<file path="src/rtl/ula_share_arbiter_if.sv">
// Request/response/ULA bus between two requesters, the arbiter and the shared ULA.
// The arbiter uses the slave modport; the requesters plus ULA side uses master.
interface ula_share_arbiter_if #(
  parameter int DATA_W = 32,
  parameter int OP_W   = 4
);
  logic              req0_valid;
  logic              req0_ready;
  logic [DATA_W-1:0] req0_a;
  logic [DATA_W-1:0] req0_b;
  logic [OP_W-1:0]   req0_op;
  logic              req1_valid;
  logic              req1_ready;
  logic [DATA_W-1:0] req1_a;
  logic [DATA_W-1:0] req1_b;
  logic [OP_W-1:0]   req1_op;

  logic              rsp0_valid;
  logic              rsp0_ready;
  logic [DATA_W-1:0] rsp0_result;
  logic              rsp0_zero;
  logic              rsp0_err;
  logic              rsp1_valid;
  logic              rsp1_ready;
  logic [DATA_W-1:0] rsp1_result;
  logic              rsp1_zero;
  logic              rsp1_err;

  logic [DATA_W-1:0] ula_a;
  logic [DATA_W-1:0] ula_b;
  logic [OP_W-1:0]   ula_op;
  logic [DATA_W-1:0] ula_result;
  logic              ula_flagz;

  modport slave (
    input  req0_valid, req0_a, req0_b, req0_op,
    output req0_ready,
    input  req1_valid, req1_a, req1_b, req1_op,
    output req1_ready,
    output rsp0_valid, rsp0_result, rsp0_zero, rsp0_err,
    input  rsp0_ready,
    output rsp1_valid, rsp1_result, rsp1_zero, rsp1_err,
    input  rsp1_ready,
    output ula_a, ula_b, ula_op,
    input  ula_result, ula_flagz
  );

  modport master (
    output req0_valid, req0_a, req0_b, req0_op,
    input  req0_ready,
    output req1_valid, req1_a, req1_b, req1_op,
    input  req1_ready,
    input  rsp0_valid, rsp0_result, rsp0_zero, rsp0_err,
    output rsp0_ready,
    input  rsp1_valid, rsp1_result, rsp1_zero, rsp1_err,
    output rsp1_ready,
    input  ula_a, ula_b, ula_op,
    output ula_result, ula_flagz
  );
endinterface

</file>
<file path="src/rtl/ula_share_arbiter.sv">
// Round-robin sharing of one combinational ULA between two requesters,
// one transaction in flight: IDLE (grant) -> ISSUE (ULA settles) -> RESP (handshake).
module ula_share_arbiter #(
  parameter int DATA_W = 32,
  parameter int OP_W   = 4
) (
  input logic              clk,
  input logic              rst_n,
  ula_share_arbiter_if.slave bus
);

  typedef enum logic [1:0] {IDLE, ISSUE, RESP} state_e;

  state_e            state_q, state_d;
  logic              ptr_q, ptr_d;
  logic              owner_q;
  logic              grant0, grant1;
  logic [DATA_W-1:0] ula_a_q, ula_b_q;
  logic [OP_W-1:0]   ula_op_q;
  logic [DATA_W-1:0] rsp0_result_q, rsp1_result_q;
  logic              rsp0_zero_q, rsp1_zero_q;
  logic              rsp0_err_q, rsp1_err_q;
  logic              op_ok;
  logic [DATA_W-1:0] cap_result;
  logic              cap_zero;

  function automatic logic op_supported(input logic [OP_W-1:0] op);
    case (op)
      OP_W'(4'b0000), OP_W'(4'b0001), OP_W'(4'b0010),
      OP_W'(4'b0110), OP_W'(4'b0111), OP_W'(4'b1100): op_supported = 1'b1;
      default:                                         op_supported = 1'b0;
    endcase
  endfunction

  // Grant is only meaningful in IDLE; pointer breaks ties (0 -> req0).
  always_comb begin
    grant0 = 1'b0;
    grant1 = 1'b0;
    if (state_q == IDLE) begin
      if (bus.req0_valid && (!bus.req1_valid || !ptr_q)) grant0 = 1'b1;
      else if (bus.req1_valid)                           grant1 = 1'b1;
    end
  end

  always_ff @(posedge clk or negedge rst_n) begin
    if (!rst_n) begin
      state_q <= IDLE;
      ptr_q   <= 1'b0;
    end else begin
      state_q <= state_d;
      ptr_q   <= ptr_d;
    end
  end

  always_comb begin
    state_d = state_q;
    ptr_d   = ptr_q;
    case (state_q)
      IDLE: begin
        if (grant0 || grant1) begin
          state_d = ISSUE;
          ptr_d   = grant0;
        end
      end
      ISSUE:   state_d = RESP;
      RESP: begin
        if (owner_q ? bus.rsp1_ready : bus.rsp0_ready) state_d = IDLE;
      end
      default: state_d = IDLE;
    endcase
  end

  // Ready is gated by rst_n so nothing looks accepted while reset is held.
  always_comb begin
    bus.req0_ready = rst_n & grant0;
    bus.req1_ready = rst_n & grant1;
    bus.rsp0_valid = (state_q == RESP) & ~owner_q;
    bus.rsp1_valid = (state_q == RESP) &  owner_q;
  end

  // Unsupported opcodes return an all-zero result with err set.
  always_comb begin
    op_ok      = op_supported(ula_op_q);
    cap_result = op_ok ? bus.ula_result : '0;
    cap_zero   = op_ok & bus.ula_flagz;
  end

  always_ff @(posedge clk or negedge rst_n) begin
    if (!rst_n) begin
      owner_q       <= 1'b0;
      ula_a_q       <= '0;
      ula_b_q       <= '0;
      ula_op_q      <= '0;
      rsp0_result_q <= '0;
      rsp0_zero_q   <= 1'b0;
      rsp0_err_q    <= 1'b0;
      rsp1_result_q <= '0;
      rsp1_zero_q   <= 1'b0;
      rsp1_err_q    <= 1'b0;
    end else begin
      if (grant0) begin
        ula_a_q  <= bus.req0_a;
        ula_b_q  <= bus.req0_b;
        ula_op_q <= bus.req0_op;
        owner_q  <= 1'b0;
      end else if (grant1) begin
        ula_a_q  <= bus.req1_a;
        ula_b_q  <= bus.req1_b;
        ula_op_q <= bus.req1_op;
        owner_q  <= 1'b1;
      end
      if (state_q == ISSUE) begin
        if (!owner_q) begin
          rsp0_result_q <= cap_result;
          rsp0_zero_q   <= cap_zero;
          rsp0_err_q    <= ~op_ok;
        end else begin
          rsp1_result_q <= cap_result;
          rsp1_zero_q   <= cap_zero;
          rsp1_err_q    <= ~op_ok;
        end
      end
    end
  end

  assign bus.ula_a       = ula_a_q;
  assign bus.ula_b       = ula_b_q;
  assign bus.ula_op      = ula_op_q;
  assign bus.rsp0_result = rsp0_result_q;
  assign bus.rsp0_zero   = rsp0_zero_q;
  assign bus.rsp0_err    = rsp0_err_q;
  assign bus.rsp1_result = rsp1_result_q;
  assign bus.rsp1_zero   = rsp1_zero_q;
  assign bus.rsp1_err    = rsp1_err_q;

endmodule

</file>
<file path="src/flat_wrapper.sv">
// flat-port wrapper written by rule: the top's interface ports become plain ports
module ula_share_arbiter_flat 
#(
  parameter int DATA_W = 32,
  parameter int OP_W   = 4
)
  (clk, rst_n, bus_req0_valid, bus_req0_a, bus_req0_b, bus_req0_op, bus_req0_ready, bus_req1_valid, bus_req1_a, bus_req1_b, bus_req1_op, bus_req1_ready, bus_rsp0_valid, bus_rsp0_result, bus_rsp0_zero, bus_rsp0_err, bus_rsp0_ready, bus_rsp1_valid, bus_rsp1_result, bus_rsp1_zero, bus_rsp1_err, bus_rsp1_ready, bus_ula_a, bus_ula_b, bus_ula_op, bus_ula_result, bus_ula_flagz);
  ula_share_arbiter_if #(.DATA_W(DATA_W), .OP_W(OP_W)) bus_i ();
  input logic clk;
  input logic rst_n;
  input wire logic [$bits(bus_i.req0_valid)-1:0] bus_req0_valid;
  input wire logic [$bits(bus_i.req0_a)-1:0] bus_req0_a;
  input wire logic [$bits(bus_i.req0_b)-1:0] bus_req0_b;
  input wire logic [$bits(bus_i.req0_op)-1:0] bus_req0_op;
  output wire logic [$bits(bus_i.req0_ready)-1:0] bus_req0_ready;
  input wire logic [$bits(bus_i.req1_valid)-1:0] bus_req1_valid;
  input wire logic [$bits(bus_i.req1_a)-1:0] bus_req1_a;
  input wire logic [$bits(bus_i.req1_b)-1:0] bus_req1_b;
  input wire logic [$bits(bus_i.req1_op)-1:0] bus_req1_op;
  output wire logic [$bits(bus_i.req1_ready)-1:0] bus_req1_ready;
  output wire logic [$bits(bus_i.rsp0_valid)-1:0] bus_rsp0_valid;
  output wire logic [$bits(bus_i.rsp0_result)-1:0] bus_rsp0_result;
  output wire logic [$bits(bus_i.rsp0_zero)-1:0] bus_rsp0_zero;
  output wire logic [$bits(bus_i.rsp0_err)-1:0] bus_rsp0_err;
  input wire logic [$bits(bus_i.rsp0_ready)-1:0] bus_rsp0_ready;
  output wire logic [$bits(bus_i.rsp1_valid)-1:0] bus_rsp1_valid;
  output wire logic [$bits(bus_i.rsp1_result)-1:0] bus_rsp1_result;
  output wire logic [$bits(bus_i.rsp1_zero)-1:0] bus_rsp1_zero;
  output wire logic [$bits(bus_i.rsp1_err)-1:0] bus_rsp1_err;
  input wire logic [$bits(bus_i.rsp1_ready)-1:0] bus_rsp1_ready;
  output wire logic [$bits(bus_i.ula_a)-1:0] bus_ula_a;
  output wire logic [$bits(bus_i.ula_b)-1:0] bus_ula_b;
  output wire logic [$bits(bus_i.ula_op)-1:0] bus_ula_op;
  input wire logic [$bits(bus_i.ula_result)-1:0] bus_ula_result;
  input wire logic [$bits(bus_i.ula_flagz)-1:0] bus_ula_flagz;
  assign bus_i.req0_valid = bus_req0_valid;
  assign bus_i.req0_a = bus_req0_a;
  assign bus_i.req0_b = bus_req0_b;
  assign bus_i.req0_op = bus_req0_op;
  assign bus_req0_ready = bus_i.req0_ready;
  assign bus_i.req1_valid = bus_req1_valid;
  assign bus_i.req1_a = bus_req1_a;
  assign bus_i.req1_b = bus_req1_b;
  assign bus_i.req1_op = bus_req1_op;
  assign bus_req1_ready = bus_i.req1_ready;
  assign bus_rsp0_valid = bus_i.rsp0_valid;
  assign bus_rsp0_result = bus_i.rsp0_result;
  assign bus_rsp0_zero = bus_i.rsp0_zero;
  assign bus_rsp0_err = bus_i.rsp0_err;
  assign bus_i.rsp0_ready = bus_rsp0_ready;
  assign bus_rsp1_valid = bus_i.rsp1_valid;
  assign bus_rsp1_result = bus_i.rsp1_result;
  assign bus_rsp1_zero = bus_i.rsp1_zero;
  assign bus_rsp1_err = bus_i.rsp1_err;
  assign bus_i.rsp1_ready = bus_rsp1_ready;
  assign bus_ula_a = bus_i.ula_a;
  assign bus_ula_b = bus_i.ula_b;
  assign bus_ula_op = bus_i.ula_op;
  assign bus_i.ula_result = bus_ula_result;
  assign bus_i.ula_flagz = bus_ula_flagz;
  ula_share_arbiter #(.DATA_W(DATA_W), .OP_W(OP_W)) u_core (.clk(clk), .rst_n(rst_n), .bus(bus_i));
endmodule
</file>
<file path="config.mk">
export PLATFORM = sky130hd
export DESIGN_NAME = ula_share_arbiter_flat
export DESIGN_NICKNAME = d
export VERILOG_FILES = /design/src/rtl/ula_share_arbiter_if.sv /design/src/rtl/ula_share_arbiter.sv /design/src/flat_wrapper.sv
export SDC_FILE = /design/constraint.sdc
export NUM_CORES = 1
export LEC_CHECK = 0
export BUFFER_PORTS_ARGS = -buffer_cell sky130_fd_sc_hd__buf_4
export CORE_MARGIN = 4
export CORE_UTILIZATION = 30
export CTS_CLUSTER_DIAMETER = 40
export DETAILED_ROUTE_END_ITERATION = 16
export GPL_ROUTABILITY_DRIVEN = 0
export PLACE_DENSITY = 0.64
export SLEW_MARGIN = 20
export SYNTH_ARGS = -nofsm -noshare
export SYNTH_HDL_FRONTEND = slang
export SYNTH_SLANG_ARGS = --single-unit
</file>
<file path="constraint.sdc">
create_clock -name clk -period 2.7 [get_ports clk]
set_input_delay 0.405 -clock clk [delete_from_list [all_inputs] [get_ports clk]]
set_output_delay 0.405 -clock clk [all_outputs]
set_load 0.05 [all_outputs]
</file>
==> impl_results.md <==
* Port Buf Inserts at 314
* Initial antenna violation count at 0
* Cell Pwr Density at 1570 mW/mm^2
* CTS tree: yes
* Maximum root-to-sink buffer count at 2
* Kind of critical path: reg2out
* DIE AREA at roughly 0.022 sq mm
* Main area contributors after synthesis: dfrtp_1 60%, a221o_1 12%, nand2_1 8.5%, and3_1 7.5%, o21ai_0 4.3%
* Netlist cell types at 21
* Psw at approximately 7.2 mW
* CP delay by family, top: simple AND/OR/NAND/NOR gates
* Slowest-stage cell, CP: dfrtp_1
* Critical path fanouts, max at 8
* Fillers at ~1.9k
* Crit Reg-Reg Endpoint: u_core.bus.ula_a[6]
* Max capacitance violation total at 0
* Number of global-route vias before repair at about 5.6k
* 1st-iter DRT viols at 330
* Worst-path clk slew at around 0.07 ns
* Hold path cells at 2
* Tot GR Track Use at 0.187
* Async SR Flop Fraction at 1.00
* Setup TNS Final at 0 ns
* Vias at ~5.4k
* Detailed Routing Iterations Pass 1 at 4
* Synth Flop Type: dfrtp_1
* Crit Reg-Reg Startpoint: u_core.state_q[1]
* Status: finished clean
* Drt wl/cell at ~19 microns
* Worst hold margin at 0.222 ns
* Clk_skew at between 0.009 and 0.01 ns
* Gate power share at 0.557
* Num CTS Buffers at 17
* Clock power frac at 0.178
* Top cell type's share of synthesized area at 0.598
* Register bit total from synthesis at 140
* CP Data Arrival Time at 1.77 ns
* First-pass GRT wire length at ~32 mm
* Sw frac at 0.500
* Leading area contributor after synthesis: dfrtp_1
* Horiz. Die Dim at 148 microns
* Int Power at slightly above 7 mW
* Worst hold endpoint: u_core.bus.ula_b[14]
* CP Buf/Inv Count at 1
* Syn Area/Cell at ~11 sq um
* Final Instance Count excl. Fillers at between 1k and 1.5k
* Seq/Total Area, Yosys at 0.598
* Most frequent cell after synthesis: dfrtp_1
* Gr ovfl total at 0
* Synth Cell Area at 0.00586 sq mm
* Final Max Slew Viols at 0
* Post-synth EDFFs at 0
* Placed instance count at approximately 1.1k
* Mapped Cells at around 560
* Num Clock Sinks at 140
* Slew margin rel. at 0.323
* Crit start category: register
* Crit path required time at roughly 2.3 ns
* Largest stage delay, worst path at slightly below 0.5 ns
* CTS root buf: clkbuf_16
* Final Cycle Share at 0.807
* Crit end category: primary output
* Final Hold Fails at 0
* VDD IR max at just under 800 uV
* Clock Latency Late Sink at slightly above 0.4 ns
* Flop pwr share at 0.265
* Worst r2r path cells at 4
* I/O Pins at around 320
* Measured slew at the worst slew-check pin at around 1.0 ns
* # setup viols final at 0
* H-tree Lvls at 4
* Final WL at around 21 mm
* Nets at a little over 1k
* Post-synthesis net count at ~730
* Final min period at ~2.2 ns
* Die Ht at ~150 microns
* Synth Warn # at 0
* Worst hold path class: in2reg
* Vias/cell at around 4.8
* Area Growth Syn to Fin at 55.9%
* Share of post-route cells with drive strength above 1 at 0.424
* Core box area at ~0.019 sq mm
* Min-delay src: bus_req0_b[14]
* Rows at 50
* Synth cell count leaders: 140 x dfrtp_1, 133 x nand2_1, 70 x and3_1, 68 x a221o_1, 50 x o21ai_0
* RSZ-0062 raised after global routing: false
* Post-DP HPWL at between 15 and 20 mm
* Starting Density at 0.309
* Residual DRC at 0
* Max frequency at between 400 and 500 MHz
* Post-DRT Antenna Nets at 0
* Largest net degree at the start of global routing at slightly below 80
* Setup slack, reg-to-reg at 0.85 ns
* Leak at about 4.7 nW
* Ordered list of cells on the worst path: nor2_1, and3_2, and2_1, buf_4
* N_diodes at 0
* Post-CTS Setup Bufs at 0
==> flip-flops by register name, summed over array words and instances (netlist names) <==
name,cells
u_core.bus.ula_b,32
u_core.bus.rsp0_zero,1
u_core.ptr_q,1
u_core.bus.rsp1_err,1
u_core.bus.rsp1_zero,1
u_core.state_q,2
u_core.bus.rsp0_err,1
u_core.bus.rsp0_result,32
u_core.owner_q,1
u_core.bus.ula_a,32
u_core.bus.rsp1_result,32
u_core.bus.ula_op,4
==> worst max path at each step <==
| stage | from | endpoint | slack [ns] | depth (start not counted) |
|---|---|---|---|---|
| after global placement | bus_req1_valid | u_core.bus.ula_a[4] | 0.72 | 4 |
| final | u_core.state_q[1] | bus_req0_ready | 0.52 | 4 |
| after CTS | u_core.state_q[1] | bus_req0_ready | 0.49 | 4 |
| after floorplan | u_core.state_q[0] | bus_req0_ready | 0.77 | 5 |
| after global routing | u_core.state_q[1] | bus_req0_ready | 0.41 | 4 |
| after detailed placement | bus_req1_valid | u_core.bus.ula_a[13] | 0.71 | 4 |
==> kinds of logic after synthesis <==
logic type | after synthesis | share of synthesized area
AO/OA/AOI/OAI | 139 | 0.177
buffers and inverters | 54 | 0.0391
flip-flops | 140 | 0.598
multiplexers | 3 | 0.00577
AND/OR/NAND/NOR | 220 | 0.180
==> power groups by stage <==
stage,sequential (mW),combinational (mW),clock [mW]
floorplan,7.07,2.04,0
detailed placement,3.81,8.07,0
finish,3.79,7.98,2.54
global route,3.93,8.43,2.68
global placement,3.80,8.01,0
CTS,3.79,8.06,2.60
==> area by class of cell <==
class,count,area (sq um),share of cell area
tap,260,325,0.0356
inverter,3,11.3,0.00123
clock buffer,20,447,0.0489
clock inverter,12,186,0.0204
multi-input combinational,362,2170,0.237
sequential,140,3500,0.384
timing repair buffer,328,2490,0.273
==> placed cells by master, fill, tap and decap left out, drive strengths merged, types with 4 or more instances in the layout <==
master,n
a221o,68
o21ai,68
nand2,133
clkbuf,20
and3,70
nor2,5
dfrtp,140
inv,6
bufinv,4
nand2b,4
buf,327
==> what timing repair did <==
action	in CTS	in global routing
hold endpoints to repair	29	0
gates resized for setup	0	0
hold buffers	1	0
==> stage by stage <==
step / utilization / setup slack (ns) / instance area (sq um) / total power, mW
after CTS: 0.482 / 0.488 / 9140 / 14.4
final: 0.482 / 0.522 / 9140 / 14.3
after global placement: 0.448 / 0.719 / 8490 / 11.8
after detailed placement: 0.448 / 0.707 / 8490 / 11.9
after global routing: 0.482 / 0.408 / 9140 / 15.0
after floorplan: - / 0.766 / 5860 / 9.10
==> layer usage <==
| layer | routed length, microns | track usage |
|---|---|---|
| met5 | 0 | 0 |
| met4 | 339 | 0.0503 |
| met3 | 1970 | 0.0687 |
| met2 | 9870 | 0.297 |
| met1 | 8800 | 0.242 |
Note: power is estimated with default switching activity, not from simulation.
